[config.mk]
export PLATFORM = sky130hd
export DESIGN_NAME = demux_n_reg_flat
export DESIGN_NICKNAME = d
export VERILOG_FILES = /design/src/rtl/demux_pkg.sv /design/src/rtl/demux_n_reg_if.sv /design/src/rtl/demux_ch_reg.sv /design/src/rtl/demux_n_reg.sv /design/src/flat_wrapper.sv
export SDC_FILE = /design/constraint.sdc
export NUM_CORES = 1
export LEC_CHECK = 0
export ABC_AREA = 0
export BUFFER_PORTS_ARGS = -buffer_cell sky130_fd_sc_hd__buf_2
export CORE_MARGIN = 2
export CORE_UTILIZATION = 46
export CTS_CLUSTER_DIAMETER = 120
export DETAILED_ROUTE_END_ITERATION = 12
export PLACE_DENSITY = 0.74
export SETUP_SLACK_MARGIN = 0.2
export SYNTH_ARGS = -nofsm -noshare
export SYNTH_HDL_FRONTEND = slang
export SYNTH_SLANG_ARGS = --single-unit
[constraint.sdc]
create_clock -name clk -period 1.65 [get_ports clk]
set_input_delay 0.4125 -clock clk [delete_from_list [all_inputs] [get_ports clk]]
set_output_delay 0.4125 -clock clk [all_outputs]
set_load 0.005 [all_outputs]
[src/rtl/demux_pkg.sv]
// Shared types and default sizes for the registered N-channel demux.
package demux_pkg;

  localparam int unsigned DEMUX_DATA_W = 4;
  localparam int unsigned DEMUX_N_CH   = 8;

  typedef enum logic {
    MODE_ADDR = 1'b0,
    MODE_RR   = 1'b1
  } mode_e;

endpackage

[src/rtl/demux_n_reg_if.sv]
// Bus bundle between a word source and the registered demux.
interface demux_n_reg_if
  import demux_pkg::*;
#(
  parameter int unsigned DATA_W = DEMUX_DATA_W,
  parameter int unsigned N_CH   = DEMUX_N_CH
);

  localparam int unsigned SEL_W = $clog2(N_CH);

  logic [DATA_W-1:0]      inData;
  logic [SEL_W-1:0]       inSel;
  logic                   inValid;
  logic                   inMode;
  logic                   inClear;
  logic [N_CH-1:0]        inRead;
  logic [N_CH*DATA_W-1:0] outData;
  logic [N_CH-1:0]        outValid;
  logic                   outFrame;
  logic                   outOvf;

  modport master (
    output inData, inSel, inValid, inMode, inClear, inRead,
    input  outData, outValid, outFrame, outOvf
  );

  modport slave (
    input  inData, inSel, inValid, inMode, inClear, inRead,
    output outData, outValid, outFrame, outOvf
  );

endinterface

[src/rtl/demux_ch_reg.sv]
// One output channel: data register, valid bit and overwrite detect.
module demux_ch_reg #(
  parameter int unsigned DATA_W = 4
) (
  input  logic              clk,
  input  logic              resetn,
  input  logic              clear,
  input  logic              wr_en,
  input  logic              rd_en,
  input  logic [DATA_W-1:0] wr_data,
  output logic [DATA_W-1:0] data_q,
  output logic              valid_q,
  output logic              ovf_det_c
);

  logic [DATA_W-1:0] data_d;
  logic              valid_d;

  // Next state: clear wins, then write (which also absorbs a same-cycle read), then read.
  always_comb begin
    data_d    = data_q;
    valid_d   = valid_q;
    ovf_det_c = wr_en & valid_q & ~rd_en;
    if (clear) begin
      data_d  = '0;
      valid_d = 1'b0;
    end else if (wr_en) begin
      data_d  = wr_data;
      valid_d = 1'b1;
    end else if (rd_en) begin
      valid_d = 1'b0;
    end
  end

  // Channel registers with synchronous active-low reset.
  always_ff @(posedge clk) begin
    if (!resetn) begin
      data_q  <= '0;
      valid_q <= 1'b0;
    end else begin
      data_q  <= data_d;
      valid_q <= valid_d;
    end
  end

endmodule

[src/rtl/demux_n_reg.sv]
// Registered 1-to-N demux with addressed and round-robin routing.
module demux_n_reg
  import demux_pkg::*;
#(
  parameter int unsigned DATA_W = DEMUX_DATA_W,
  parameter int unsigned N_CH   = DEMUX_N_CH
) (
  input logic          clk,
  input logic          resetn,
  demux_n_reg_if.slave bus
);

  localparam int unsigned SEL_W = $clog2(N_CH);

  mode_e                  mode;
  logic                   accept;
  logic [SEL_W-1:0]       target;
  logic [N_CH-1:0]        wr_vec;
  logic [N_CH-1:0]        rd_vec;
  logic [SEL_W-1:0]       rr_ptr_q, rr_ptr_d;
  logic                   frame_q, frame_d;
  logic                   ovf_q, ovf_d;
  logic [DATA_W-1:0]      ch_data [N_CH];
  logic [N_CH-1:0]        ch_valid;
  logic [N_CH-1:0]        ch_ovf_det;
  logic [N_CH*DATA_W-1:0] out_data_c;

  // Target decode, round-robin pointer, frame pulse and sticky overflow.
  always_comb begin
    mode     = mode_e'(bus.inMode);
    accept   = bus.inValid & ~bus.inClear;
    target   = (mode == MODE_RR) ? rr_ptr_q : bus.inSel;
    rd_vec   = bus.inRead & {N_CH{~bus.inClear}};
    wr_vec   = '0;
    rr_ptr_d = rr_ptr_q;
    frame_d  = 1'b0;
    ovf_d    = ovf_q | (|ch_ovf_det);
    for (int unsigned k = 0; k < N_CH; k++) begin
      wr_vec[k] = accept && (target == SEL_W'(k));
    end
    if (bus.inClear) begin
      rr_ptr_d = '0;
      ovf_d    = 1'b0;
    end else if (accept && (mode == MODE_RR)) begin
      rr_ptr_d = rr_ptr_q + SEL_W'(1);
      frame_d  = (rr_ptr_q == SEL_W'(N_CH - 1));
    end
  end

  // Top-level registers with synchronous active-low reset.
  always_ff @(posedge clk) begin
    if (!resetn) begin
      rr_ptr_q <= '0;
      frame_q  <= 1'b0;
      ovf_q    <= 1'b0;
    end else begin
      rr_ptr_q <= rr_ptr_d;
      frame_q  <= frame_d;
      ovf_q    <= ovf_d;
    end
  end

  // One register slice per channel.
  for (genvar g = 0; g < N_CH; g++) begin : g_ch
    demux_ch_reg #(
      .DATA_W (DATA_W)
    ) u_ch (
      .clk       (clk),
      .resetn    (resetn),
      .clear     (bus.inClear),
      .wr_en     (wr_vec[g]),
      .rd_en     (rd_vec[g]),
      .wr_data   (bus.inData),
      .data_q    (ch_data[g]),
      .valid_q   (ch_valid[g]),
      .ovf_det_c (ch_ovf_det[g])
    );
  end

  // Pack channel registers into the flat output bus.
  always_comb begin
    out_data_c = '0;
    for (int unsigned k = 0; k < N_CH; k++) begin
      out_data_c[k*DATA_W +: DATA_W] = ch_data[k];
    end
  end

  assign bus.outData  = out_data_c;
  assign bus.outValid = ch_valid;
  assign bus.outFrame = frame_q;
  assign bus.outOvf   = ovf_q;

endmodule
[src/flat_wrapper.sv]
// flat-port wrapper written by rule: the top's interface ports become plain ports
module demux_n_reg_flat import demux_pkg::*;
#(
  parameter int unsigned DATA_W = DEMUX_DATA_W,
  parameter int unsigned N_CH   = DEMUX_N_CH
)
  (clk, resetn, bus_inData, bus_inSel, bus_inValid, bus_inMode, bus_inClear, bus_inRead, bus_outData, bus_outValid, bus_outFrame, bus_outOvf);
  demux_n_reg_if #(.DATA_W(DATA_W), .N_CH(N_CH)) bus_i ();
  input logic clk;
  input logic resetn;
  input wire logic [$bits(bus_i.inData)-1:0] bus_inData;
  input wire logic [$bits(bus_i.inSel)-1:0] bus_inSel;
  input wire logic [$bits(bus_i.inValid)-1:0] bus_inValid;
  input wire logic [$bits(bus_i.inMode)-1:0] bus_inMode;
  input wire logic [$bits(bus_i.inClear)-1:0] bus_inClear;
  input wire logic [$bits(bus_i.inRead)-1:0] bus_inRead;
  output wire logic [$bits(bus_i.outData)-1:0] bus_outData;
  output wire logic [$bits(bus_i.outValid)-1:0] bus_outValid;
  output wire logic [$bits(bus_i.outFrame)-1:0] bus_outFrame;
  output wire logic [$bits(bus_i.outOvf)-1:0] bus_outOvf;
  assign bus_i.inData = bus_inData;
  assign bus_i.inSel = bus_inSel;
  assign bus_i.inValid = bus_inValid;
  assign bus_i.inMode = bus_inMode;
  assign bus_i.inClear = bus_inClear;
  assign bus_i.inRead = bus_inRead;
  assign bus_outData = bus_i.outData;
  assign bus_outValid = bus_i.outValid;
  assign bus_outFrame = bus_i.outFrame;
  assign bus_outOvf = bus_i.outOvf;
  demux_n_reg #(.DATA_W(DATA_W), .N_CH(N_CH)) u_core (.clk(clk), .resetn(resetn), .bus(bus_i));
endmodule
==> reports/metrics.yaml, run 1 <==
status: "finished clean"
clockBufferDepth: 2
dpl_cell_area_um2: 2510
core_area_um2: 4320
rows: 24
cts_tree: "yes"
use_met1_pct: 24.7
vias: 1699
start_kind: "flip-flop"
dp_hpwl_um: 3440
cts_buffers: 5
portBuffers: 61
ys_async_sr_fraction_pct: 0
drc: 0
yosysTopAreaCell: "dfxtp_1"
peakVddDrop_mv: 0.586
cp.depth: 4
area_delta_synth_final_pct: 33.0
synth_cells: 208
die_area_um2: 5020
critPathBufInv: 0
synth-edff-count: 0
root_buffer: "clkbuf_8"
fin_crit_ps: 1440
min_path_cells: 3
fin_hold_ws_ps: 376
critical_path_required_ps: 1820
fin_skew_ps: 3.95
min_period_over_period_pct: 87.5
cts.clk_slew.worst_paths_ps: 80
grt_usage_pct: 19.2
dp.cells: 319
ff_latch_area_um2: 912
max_cap_viol_count: 0
synth_seq_cells: 45
relSlewSlack_pct: 65.3
end_kind: "flip-flop"
clock.fmax_ghz: 0.693
crit_type: "flip-flop to flip-flop"
place_congestion: 0.799
wl_per_cell_um: 14.4
reg2reg_depth: 4
min_to: "u_core.bus.outFrame$_SDFF_PP0_"
drt_pass1_iterations: 4
multi_input_area_um2: 1070
finalSetupViolCount: 0
synthTopCellsByCount: "45 x dfxtp_1, 40 x nor2_1, 32 x mux2i_1"
slowest_delay_ps: 410
worst_hold_path_type: "primary input to flip-flop"
crit_family: "compound AO/OA/AOI/OAI gates"
r2r_start: "u_core.rr_ptr_q[0]$_SDFFE_PP0P_"
ff2ff_setup_slack_ps: 210
final_hold_viol_count: 0
clk_latency_ps: 290
slew_viol_final: 0
final_antenna_net_count: 0
grt_setup_unrepaired: "true"
crit_slowest_cell: "dfxtp_4"
chipHeight_um: 70.8
crit_chain: "and3b_2 -> o221a_4 -> o41ai_2 -> a31oi_1"
syn-num-nets: 230
yosysWarnings: 0
drt_iter0_markers: 100
busiest_layer: "met2"
wl_um: 4750
io_pins: 62
use_met3_pct: 4.70
fin_cells: 330
power.density_nw_per_um2: 790
design_area_um2: 2730
worstPathMaxFanout: 7
synth.avg_cell_area_um2: 9.88
ys.flop_type: "dfxtp_1"
grt_pass1_vias: 1648
hold_buffers: 0
synth_top_area_share_pct: 43.8
yosysUniqueCellTypes: 30
start_util_pct: 47.5
grt_overflow_total: 0
fin_nets: 299
ys_seq_area_share_pct: 43.8
h-tree-depth: 2
worstMarginPinSlew_ps: 519
antenna_cells: 0
fillers: 384
min_from: "bus_inMode"
worstPathArrival_ps: 1610
p_leak_nw: 1.26
grt_pass1_wl_um: 7640
synth.most_common_cell: "dfxtp_1"
grt_start_max_net_pins: 17
drt-vias-per-instance: 5.15
antenna_found_initial: 0
die_x_um: 70.8
drive_above_1_share_pct: 42.1
p_total_mw: 2.16
cts.sinks: 45
synthTopCellsByArea: "dfxtp_1 44%, mux2i_1 16%, nor2_1 7.3%, a211oi_4 3.9%, buf_4 3.7%"
met2_usage_pct: 31.4
synthesis.area_um2: 2050
r2r_end: "u_core.bus.outOvf$_SDFF_PP0_"
cell usage in the layout, fill, tap and decap left out, types with 2 or more instances in the layout:
master	count
o41ai_2	2
nand2b_1	4
o21ai_0	3
o221a_2	2
buf_12	4
nor3b_1	2
buf_6	3
dfxtp_1	42
nand3b_1	2
a221oi_2	2
nand3_1	3
mux2i_1	32
o211ai_2	2
inv_1	9
clkbuf_8	6
nor2_1	40
ha_1	2
a211oi_4	4
nand2_1	4
or3b_4	2
a21oi_1	12
buf_2	59
dfxtp_4	3
buf_4	17
o211ai_4	2
worst min-delay path, stage by stage:
cell     delay [ps]
buf_12          120
nand3_1          60
nor2_1           30
routing by layer:
layer	up-vias	wire, um
met5	-	0
met4	0	66
met3	8	291
met2	51	2310
met1	803	2080
li1	837	-
report_power, final:
| part | switching (mW) | total (mW) | internal (mW) | leakage (nW) |
|---|---|---|---|---|
| registers | 0.00519 | 1.09 | 1.09 | 0.365 |
| logic | 0.114 | 0.212 | 0.0984 | 0.838 |
| clock network | 0.361 | 0.855 | 0.494 | 0.0585 |
worst max-delay path by stage:
stage / start / end / slack [ps]
global placement: bus_inMode / u_core.g_ch[7].u_ch.data_q[3]$_SDFFE_PP0P_ / -130
finish: u_core.rr_ptr_q[0]$_SDFFE_PP0P_ / u_core.bus.outOvf$_SDFF_PP0_ / 210
floorplan: bus_inMode / u_core.g_ch[5].u_ch.data_q[3]$_SDFFE_PP0P_ / 30
global route: u_core.rr_ptr_q[0]$_SDFFE_PP0P_ / u_core.bus.outOvf$_SDFF_PP0_ / 120
detailed placement: bus_inMode / u_core.g_ch[7].u_ch.data_q[1]$_SDFFE_PP0P_ / -210
CTS: bus_inMode / u_core.bus.outOvf$_SDFF_PP0_ / 200
sequential cells by signal (all words and copies together), names as in the netlist:
signal / count
u_core.bus.outOvf: 1
u_core.g_ch.u_ch.data_q: 32
u_core.g_ch.u_ch.valid_q: 8
u_core.rr_ptr_q: 3
u_core.bus.outFrame: 1
timing repair:
item                                    CTS  global route
buffers inserted                          2             1
pin swaps                                 1             7
hold endpoints to repair                  0             0
gates resized for setup                   7            14
gates cloned                              0             0
endpoints found under the setup margin   29            24
metrics by stage:
| step | utilization (%) | setup slack (ps) | TNS, ps |
|---|---|---|---|
| global route | 63.2 | 124 | 0 |
| CTS | 61.6 | 204 | 0 |
| detailed placement | 58.0 | -205 | -4120 |
| global placement | 58.0 | -135 | -2870 |
| floorplan | - | 25.7 | 0 |
| finish | 63.2 | 207 | 0 |
area by class of cell:
cell class	count	area share [%]
multi-input cells	133	39.1
flip-flops and latches	45	33.4
well taps	52	2.38
repair buffers	83	19.6
clock buffers	7	3.16
clock inverters	1	1.10
inverters	9	1.24
kinds of logic (layout without fill, tap and decap cells):
logic type	after synthesis	in the layout	share of synthesized area (%)
AND/OR/NAND/NOR	64	64	15.5
AO/OA/AOI/OAI	32	32	14.1
XOR/XNOR	1	1	0.426
flip-flops	45	45	43.8
buffers and inverters	30	100	7.61
adder cells (fa/ha/maj)	2	2	1.22
multiplexers	34	34	17.2
No activity file was read; power rests on OpenSTA's default activity.
==> inputs of run 2 (changes only) <==
--- a/config.mk
+++ b/config.mk
@@ -5,13 +5,13 @@
 export SDC_FILE = /design/constraint.sdc
 export NUM_CORES = 1
 export LEC_CHECK = 0
-export ABC_AREA = 0
+export ABC_AREA = 1
 export BUFFER_PORTS_ARGS = -buffer_cell sky130_fd_sc_hd__buf_2
 export CORE_MARGIN = 2
-export CORE_UTILIZATION = 46
+export CORE_UTILIZATION = 45
 export CTS_CLUSTER_DIAMETER = 120
 export DETAILED_ROUTE_END_ITERATION = 12
-export PLACE_DENSITY = 0.74
+export PLACE_DENSITY = 0.73
 export SETUP_SLACK_MARGIN = 0.2
 export SYNTH_ARGS = -nofsm -noshare
 export SYNTH_HDL_FRONTEND = slang
==> run 2 against run 1 <==
Clock power decreased by 20%. Critical path type unchanged. Wire length fell by 5.2%. Critical path depth is 7 higher. Highest routed layer unchanged. Power down 7.8%.
==> reports/metrics.yaml, run 2 <==
status: "finished clean"  # unchanged
worstMarginPinSlew_ps: 349  # was 519 ps
slew_viol_final: 0  # unchanged
fin_crit_ps: 1260  # was 1440 ps
synth_simple_gate_area_share_pct: 33.3  # was 15.5%
top_register: "u_core.g_ch.u_ch.data_q"  # unchanged
yosysTopAreaCell: "dfxtp_1"  # unchanged
yosysWarnings: 0  # unchanged
synthTopCellsByArea: "dfxtp_1 45%, nor2_1 15%, o21ai_0 8.5%, nand2_4 5.0%, nand2_1 3.4%"  # was dfxtp_1 44%, mux2i_1 16%, nor2_1 7.3%, a211oi_4 3.9%, buf_4 3.7%
final_common_cell: "nor2_1"  # was buf_2
die_x_um: 70.8  # about the same
final_hold_viol_count: 0  # unchanged
finalSetupViolCount: 0  # unchanged
drive_above_1_share_pct: 32.1  # was 42.1%
final_cell_mix: "81 x nor2_1, 61 x buf_2, 45 x dfxtp_1"  # was 59 x buf_2, 42 x dfxtp_1, 40 x nor2_1
p_total_mw: 1.99  # was 2.16 mW
setup_slack_ps: 395  # was 207 ps
yosysUniqueCellTypes: 23  # was 30
start_util_pct: 46.5  # was 47.5%
relSlewSlack_pct: 76.5  # was 65.3%
synthXorXnorAreaFrac_pct: 0  # was 0.426%
root_buffer: "clkbuf_8"  # unchanged
grt_setup_unrepaired: "false"  # was true
p_comb_share_pct: 10.4  # was 9.8%
syn-num-nets: 278  # was 230
portBuffers: 61  # unchanged
grt_usage_pct: 18.4  # was 19.2%
drt_pass1_iterations: 5  # was 4
antenna_found_initial: 0  # unchanged
wl_per_cell_um: 12.3  # was 14.4 um
dpl_cell_area_um2: 2330  # was 2510 um^2
clk_latency_ps: 300  # was 290 ps
io_pins: 62  # unchanged
post_cts_buffers: 0  # was 2
switching_power_mw: 0.489  # was 0.480 mW
critical_path_required_ps: 1900  # was 1820 ps
drc: 0  # unchanged
ys_async_sr_fraction_pct: 0  # unchanged
pwr-share-seq_pct: 55.4  # was 50.6%
antenna_cells: 0  # unchanged
core_area_um2: 4320  # unchanged
synthTopCellsByCount: "81 x nor2_1, 45 x dfxtp_1, 34 x o21ai_0"  # was 45 x dfxtp_1, 40 x nor2_1, 32 x mux2i_1
netSwitchingFraction_pct: 24.6  # was 22.2%
synth_seq_cells: 45  # unchanged
synth.avg_cell_area_um2: 7.85  # was 9.88 um^2
synth_top_family_by_area: "simple AND/OR/NAND/NOR gates"  # was multiplexers
cts_tree: "yes"  # unchanged
synth.most_common_cell: "nor2_1"  # was dfxtp_1
synthAdderAreaFrac_pct: 1.25  # was 1.22%
p_int_mw: 1.50  # was 1.68 mW
cts.sinks: 45  # unchanged
fin_nets: 337  # was 299
clock.fmax_ghz: 0.797  # was 0.693 GHz
chipHeight_um: 70.8  # about the same
vias: 1766  # was 1699
drt_iter0_markers: 81  # was 100
synth-edff-count: 0  # unchanged
wl_um: 4500  # was 4750 um
end_kind: "flip-flop"  # unchanged
start_kind: "flip-flop"  # unchanged
clockBufferDepth: 2  # unchanged
worstPathMaxFanout: 7  # unchanged
p_leak_nw: 1.19  # was 1.26 nW
peakVddDrop_mv: 0.494  # was 0.586 mV
cts_buffers: 5  # unchanged
design_area_um2: 2420  # was 2730 um^2
pwr-share-clk_pct: 34.3  # was 39.6%
yosys-mux-area-fraction_pct: 0  # was 17.2%
dp_slack_ps: 118  # was -205 ps
largest_register_ffs: 32  # unchanged
synth_cells: 256  # was 208
reg_top3: "u_core.g_ch.u_ch.data_q: 32 flops, u_core.g_ch.u_ch.valid_q: 8 flops, u_core.rr_ptr_q: 3 flops"  # unchanged
synth-compound-area-share_pct: 12.8  # was 14.1%
cts_resized: 0  # was 7
rows: 24  # unchanged
final_antenna_net_count: 0  # unchanged
place_congestion: 0.806  # was 0.799
h-tree-depth: 2  # unchanged
dp_hpwl_um: 3420  # was 3440 um
grt_pass1_wl_um: 7290  # was 7640 um
grt_start_max_net_pins: 34  # was 17
area_delta_synth_final_pct: 20.3  # was 33.0%
die_area_um2: 5020  # about the same
grt_overflow_total: 0  # unchanged
synth_top_area_share_pct: 44.8  # was 43.8%
fin_skew_ps: 2.60  # was 3.95 ps
grt_pass1_vias: 1596  # was 1648
power.density_nw_per_um2: 823  # was 790 nW/um^2
worstPathArrival_ps: 1510  # was 1610 ps
tns_ps: 0  # unchanged
crit_type: "flip-flop to flip-flop"  # unchanged
synthesis.area_um2: 2010  # was 2050 um^2
ys.flop_type: "dfxtp_1"  # unchanged
cts.clk_slew.worst_paths_ps: 70  # was 80 ps
max_cap_viol_count: 0  # unchanged
worst_hold_path_type: "primary input to flip-flop"  # unchanged
hold_buffers: 0  # unchanged
min_period_over_period_pct: 76.1  # was 87.5%
drt-vias-per-instance: 4.81  # was 5.15
ys_seq_area_share_pct: 44.8  # was 43.8%
-- run 2: changes by cell type in the layout (fill, tap and decap cells not counted), moves of 9 or more --
cell	change
nand2_2	+9
o21ai_0	+31
buf_4	-15
mux2i_1	-32
nor2_1	+41
nand2_1	+14
nand2_4	+9
-- run 2: power by group through the flow --
stage	combinational, mW	sequential [mW]	clock [mW]
detailed placement	0.206	1.13	0
CTS	0.207	1.10	0.698
floorplan	0.132	1.13	0
global route	0.227	1.10	0.748
finish	0.206	1.10	0.682
global placement	0.203	1.13	0
-- run 2: per-layer routing --
metal  share of wire (%)  wire (um)  global-route usage, %  up-vias
li1                    -          -                      -      915
met1                  45       2020                   23.1      792
met2                  46       2090                   30.1       51
met3                 6.9        310                   4.56        8
met4                 1.8         80                   7.55        0
met5                   0          0                      0        -
-- run 2: cell families (layout without fill, tap and decap cells) --
kind of cell / Yosys count / count (layout)
flops: 45 / 45
buf+inv: 30 / 89
simple gates: 133 / 133
fa+ha+maj: 2 / 2
compound gates: 46 / 46
-- run 2: cell type report --
type / instances / area, um^2
fillers: 426 / 1910
inverters: 18 / 75.1
multi-input cells: 181 / 950
flip-flops and latches: 45 / 901
clock buffers: 7 / 86.3
well taps: 52 / 65.1
repair buffers: 64 / 340
-- run 2: critical path: stages, from the launching register on --
cell,delay [ps]
dfxtp_1,340
inv_1,90
nand2_1,60
nand2_2,150
nand2_2,80
nor2_4,150
nand2_1,80
nand2_1,60
nor2_1,40
nand3_1,60
nand2_1,50
inv_1,40
-- run 2: worst paths after layout --
kind	startpoint	endpoint	slack (ps)	cells after the start
worst max register to register	u_core.rr_ptr_q[0]$_SDFFE_PP0P_	u_core.bus.outOvf$_SDFF_PP0_	390	11
worst max-delay path	u_core.rr_ptr_q[0]$_SDFFE_PP0P_	u_core.bus.outOvf$_SDFF_PP0_	390	11
worst min register to register	u_core.g_ch[4].u_ch.data_q[1]$_SDFFE_PP0P_	u_core.g_ch[4].u_ch.data_q[1]$_SDFFE_PP0P_	480	2
worst min-delay path	bus_inRead[3]	u_core.g_ch[3].u_ch.valid_q$_SDFFE_PP0P_	430	4
-- run 2: metrics by stage --
| stage | cells | util, % | hold slack (ps) |
|---|---|---|---|
| 2_1_floorplan | 256 | - | 460 |
| 3_3_place_gp | 360 | 53.9 | 460 |
| 3_5_place_dp | 360 | 53.9 | 466 |
| 4_1_cts | 367 | 55.9 | 425 |
| 5_1_grt | 367 | 55.9 | 451 |
| 6_report | 367 | 55.9 | 432 |
==> inputs of run 3 (changes only) <==
==> constraint.sdc (replaced) <==
create_clock -name clk -period 1 [get_ports clk]
set_input_delay 0.25 -clock clk [delete_from_list [all_inputs] [get_ports clk]]
set_output_delay 0.25 -clock clk [all_outputs]
set_load 0.005 [all_outputs]
==> run 3 against run 2 <==
The run now ends with negative setup slack left. Flip-flop and latch count unchanged. Design area increased by 20%. Wire length rose by 14%. Clock-buffer cell count is 1 lower. Combinational power is 110% higher. Largest power group unchanged. Highest routed layer unchanged.
==> reports/metrics.yaml, run 3 (synthesis gave the netlist of run 2 again) <==
h-tree-depth: 2  # unchanged
min_period_over_period_pct: 119  # was 76.1%
startpoint: "u_core.rr_ptr_q[1]$_SDFFE_PP0P_"  # was u_core.rr_ptr_q[0]$_SDFFE_PP0P_
status: "finished, violations left"  # was finished clean
slowest_delay_ps: 360  # was 340 ps
tns_ps: -5250  # was 0 ps
cts.clk_slew.worst_paths_ps: 80  # was 70 ps
dp_slack_ps: -362  # was 118 ps
peakVddDrop_mv: 0.650  # was 0.494 mV
worstPathArrival_ps: 1440  # was 1510 ps
area_delta_synth_final_pct: 44.7  # was 20.3%
drive_above_1_share_pct: 57.1  # was 32.1%
final_antenna_net_count: 0  # unchanged
rows: 24  # unchanged
drt_pass1_iterations: 4  # was 5
clockBufferDepth: 2  # unchanged
dp_hpwl_um: 3470  # was 3420 um
reg_top3: "u_core.g_ch.u_ch.data_q: 32 flops, u_core.g_ch.u_ch.valid_q: 8 flops, u_core.rr_ptr_q: 3 flops"  # unchanged
grt_pass1_vias: 1906  # was 1596
violations: "negative setup slack"
ff2ff_setup_slack_ps: -190  # was 390 ps
cp.depth: 10  # was 11
worst_hold_path_type: "primary input to flip-flop"  # unchanged
vias: 1918  # was 1766
setup_slack_ps: -192  # was 395 ps
crit_type: "flip-flop to flip-flop"  # unchanged
dpl_cell_area_um2: 2520  # was 2330 um^2
grt_start_max_net_pins: 37  # was 34
cts_tree: "yes"  # unchanged
clock.fmax_ghz: 0.839  # was 0.797 GHz
fin_cells: 395  # was 367
drc: 0  # unchanged
grt_overflow_total: 0  # unchanged
worstPathMaxFanout: 7  # unchanged
wl_um: 5130  # was 4500 um
chipHeight_um: 70.8  # unchanged
p_total_mw: 3.38  # was 1.99 mW
cts.sinks: 45  # unchanged
top_register: "u_core.g_ch.u_ch.data_q"  # unchanged
r2r_end: "u_core.bus.outOvf$_SDFF_PP0_"  # unchanged
crit_top_cell: "nand2_4"  # was nand2_1
fin_crit_ps: 1190  # was 1260 ps
antenna_cells: 0  # unchanged
final_hold_viol_count: 0  # unchanged
largest_register_ffs: 32  # unchanged
endpoint: "u_core.bus.outOvf$_SDFF_PP0_"  # unchanged
design_area_um2: 2910  # was 2420 um^2
final_common_cell: "nor2_1"  # unchanged
grt_pass1_wl_um: 8560  # was 7290 um
end_kind: "flip-flop"  # unchanged
final_cell_mix: "77 x nor2_1, 47 x buf_2, 43 x dfxtp_2"  # was 81 x nor2_1, 61 x buf_2, 45 x dfxtp_1
wl_per_cell_um: 13.0  # was 12.3 um
drt-vias-per-instance: 4.86  # was 4.81
crit_family: "simple AND/OR/NAND/NOR gates"  # unchanged
r2r_start: "u_core.rr_ptr_q[1]$_SDFFE_PP0P_"  # was u_core.rr_ptr_q[0]$_SDFFE_PP0P_
fillers: 367  # was 426
drt_iter0_markers: 122  # was 81
die_area_um2: 5020  # unchanged
reg2reg_depth: 10  # was 11
crit_chain: "inv_2 -> nand2_2 -> nand2_4 -> nor2_4 -> nand2_4 -> nor2_2 -> nor2_1 -> nand3_1 -> nand2_1 -> inv_1"  # was inv_1 -> nand2_1 -> nand2_2 -> nand2_2 -> nor2_4 -> nand2_1 -> nand2_1 -> nor2_1 -> nand3_1 -> nand2_1 -> inv_1
core_area_um2: 4320  # unchanged
critical_path_required_ps: 1250  # was 1900 ps
crit_slowest_cell: "dfxtp_2"  # was dfxtp_1
fin_nets: 364  # was 337
worstMarginPinSlew_ps: 324  # was 349 ps
fin_skew_ps: 7.12  # was 2.60 ps
start_kind: "flip-flop"  # unchanged
grt_setup_unrepaired: "true"  # was false
root_buffer: "clkbuf_8"  # unchanged
dp.cells: 380  # was 360
antenna_found_initial: 0  # unchanged
fin_util_pct: 67.2  # was 55.9%
p_leak_nw: 1.37  # was 1.19 nW
critPathBufInv: 2  # unchanged
start_util_pct: 46.5  # unchanged
max_cap_viol_count: 0  # unchanged
clk_latency_ps: 300  # about the same
fin_hold_ws_ps: 283  # was 432 ps
finalSetupViolCount: 48  # was 0
grt_usage_pct: 21.4  # was 18.4%
relSlewSlack_pct: 78.2  # was 76.5%
io_pins: 62  # unchanged
die_x_um: 70.8  # unchanged
cts_buffers: 5  # unchanged
power.density_nw_per_um2: 1160  # was 823 nW/um^2
portBuffers: 61  # unchanged
place_congestion: 0.804  # was 0.806
slew_viol_final: 0  # unchanged
-- run 3: changes by cell type in the layout (fill, tap and decap cells not counted), sizes merged --
| cell | delta |
|---|---|
| buf | +27 |
| clkinvlp | +2 |
| clkbuf | -1 |
-- run 3: metal layers --
metal	GRT usage, %	up-vias	wire length (um)
li1	-	980	-
met1	27.2	873	2300
met2	35.1	56	2440
met3	5.84	9	330
met4	7.34	0	71
met5	0	-	0
-- run 3: where the power goes --
part,total (mW),internal (mW),switching (mW)
Combinational,0.437,0.170,0.267
Clock,1.12,0.493,0.630
Sequential,1.82,1.81,0.0110
-- run 3: final cells by class --
type                    instances  area, um^2  area share [%]
clock buffers                   6        72.6            2.50
clock inverters                 2        15.0           0.516
inverters                      18        85.1            2.93
multi-input cells             181        1060            36.5
flip-flops and latches         45         955            32.8
well taps                      52        65.1            2.24
repair buffers                 91         653            22.5
-- run 3: worst min-delay path by stage --
| stage | to | depth (start not counted) | from | slack, ps |
|---|---|---|---|---|
| 6_report | u_core.g_ch[5].u_ch.valid_q$_SDFFE_PP0P_ | 4 | bus_inRead[5] | 280 |
| 5_1_grt | u_core.g_ch[5].u_ch.valid_q$_SDFFE_PP0P_ | 4 | bus_inRead[5] | 280 |
| 2_1_floorplan | u_core.g_ch[6].u_ch.data_q[1]$_SDFFE_PP0P_ | 2 | bus_inData[1] | 370 |
| 3_3_place_gp | u_core.g_ch[5].u_ch.data_q[2]$_SDFFE_PP0P_ | 2 | u_core.g_ch[5].u_ch.data_q[2]$_SDFFE_PP0P_ | 460 |
| 4_1_cts | u_core.g_ch[5].u_ch.valid_q$_SDFFE_PP0P_ | 4 | bus_inRead[5] | 260 |
| 3_5_place_dp | u_core.g_ch[5].u_ch.data_q[3]$_SDFFE_PP0P_ | 2 | u_core.g_ch[5].u_ch.data_q[3]$_SDFFE_PP0P_ | 470 |
-- run 3: worst register-to-register path: stages, from the launching register on --
cell and delay [ps]:
dfxtp_2 360, inv_2 50, nand2_2 70, nand2_4 70
nor2_4 170, nand2_4 100, nor2_2 120, nor2_1 50
nand3_1 60, nand2_1 50, inv_1 40
-- run 3: timing repair --
item / in CTS / in global routing
setup buffers: 4 / 3
pin swaps: 16 / 9
hold buffers: 0 / 0
cloned: 0 / 0
setup endpoints to repair: 87 / 87
gates resized for setup: 89 / 18
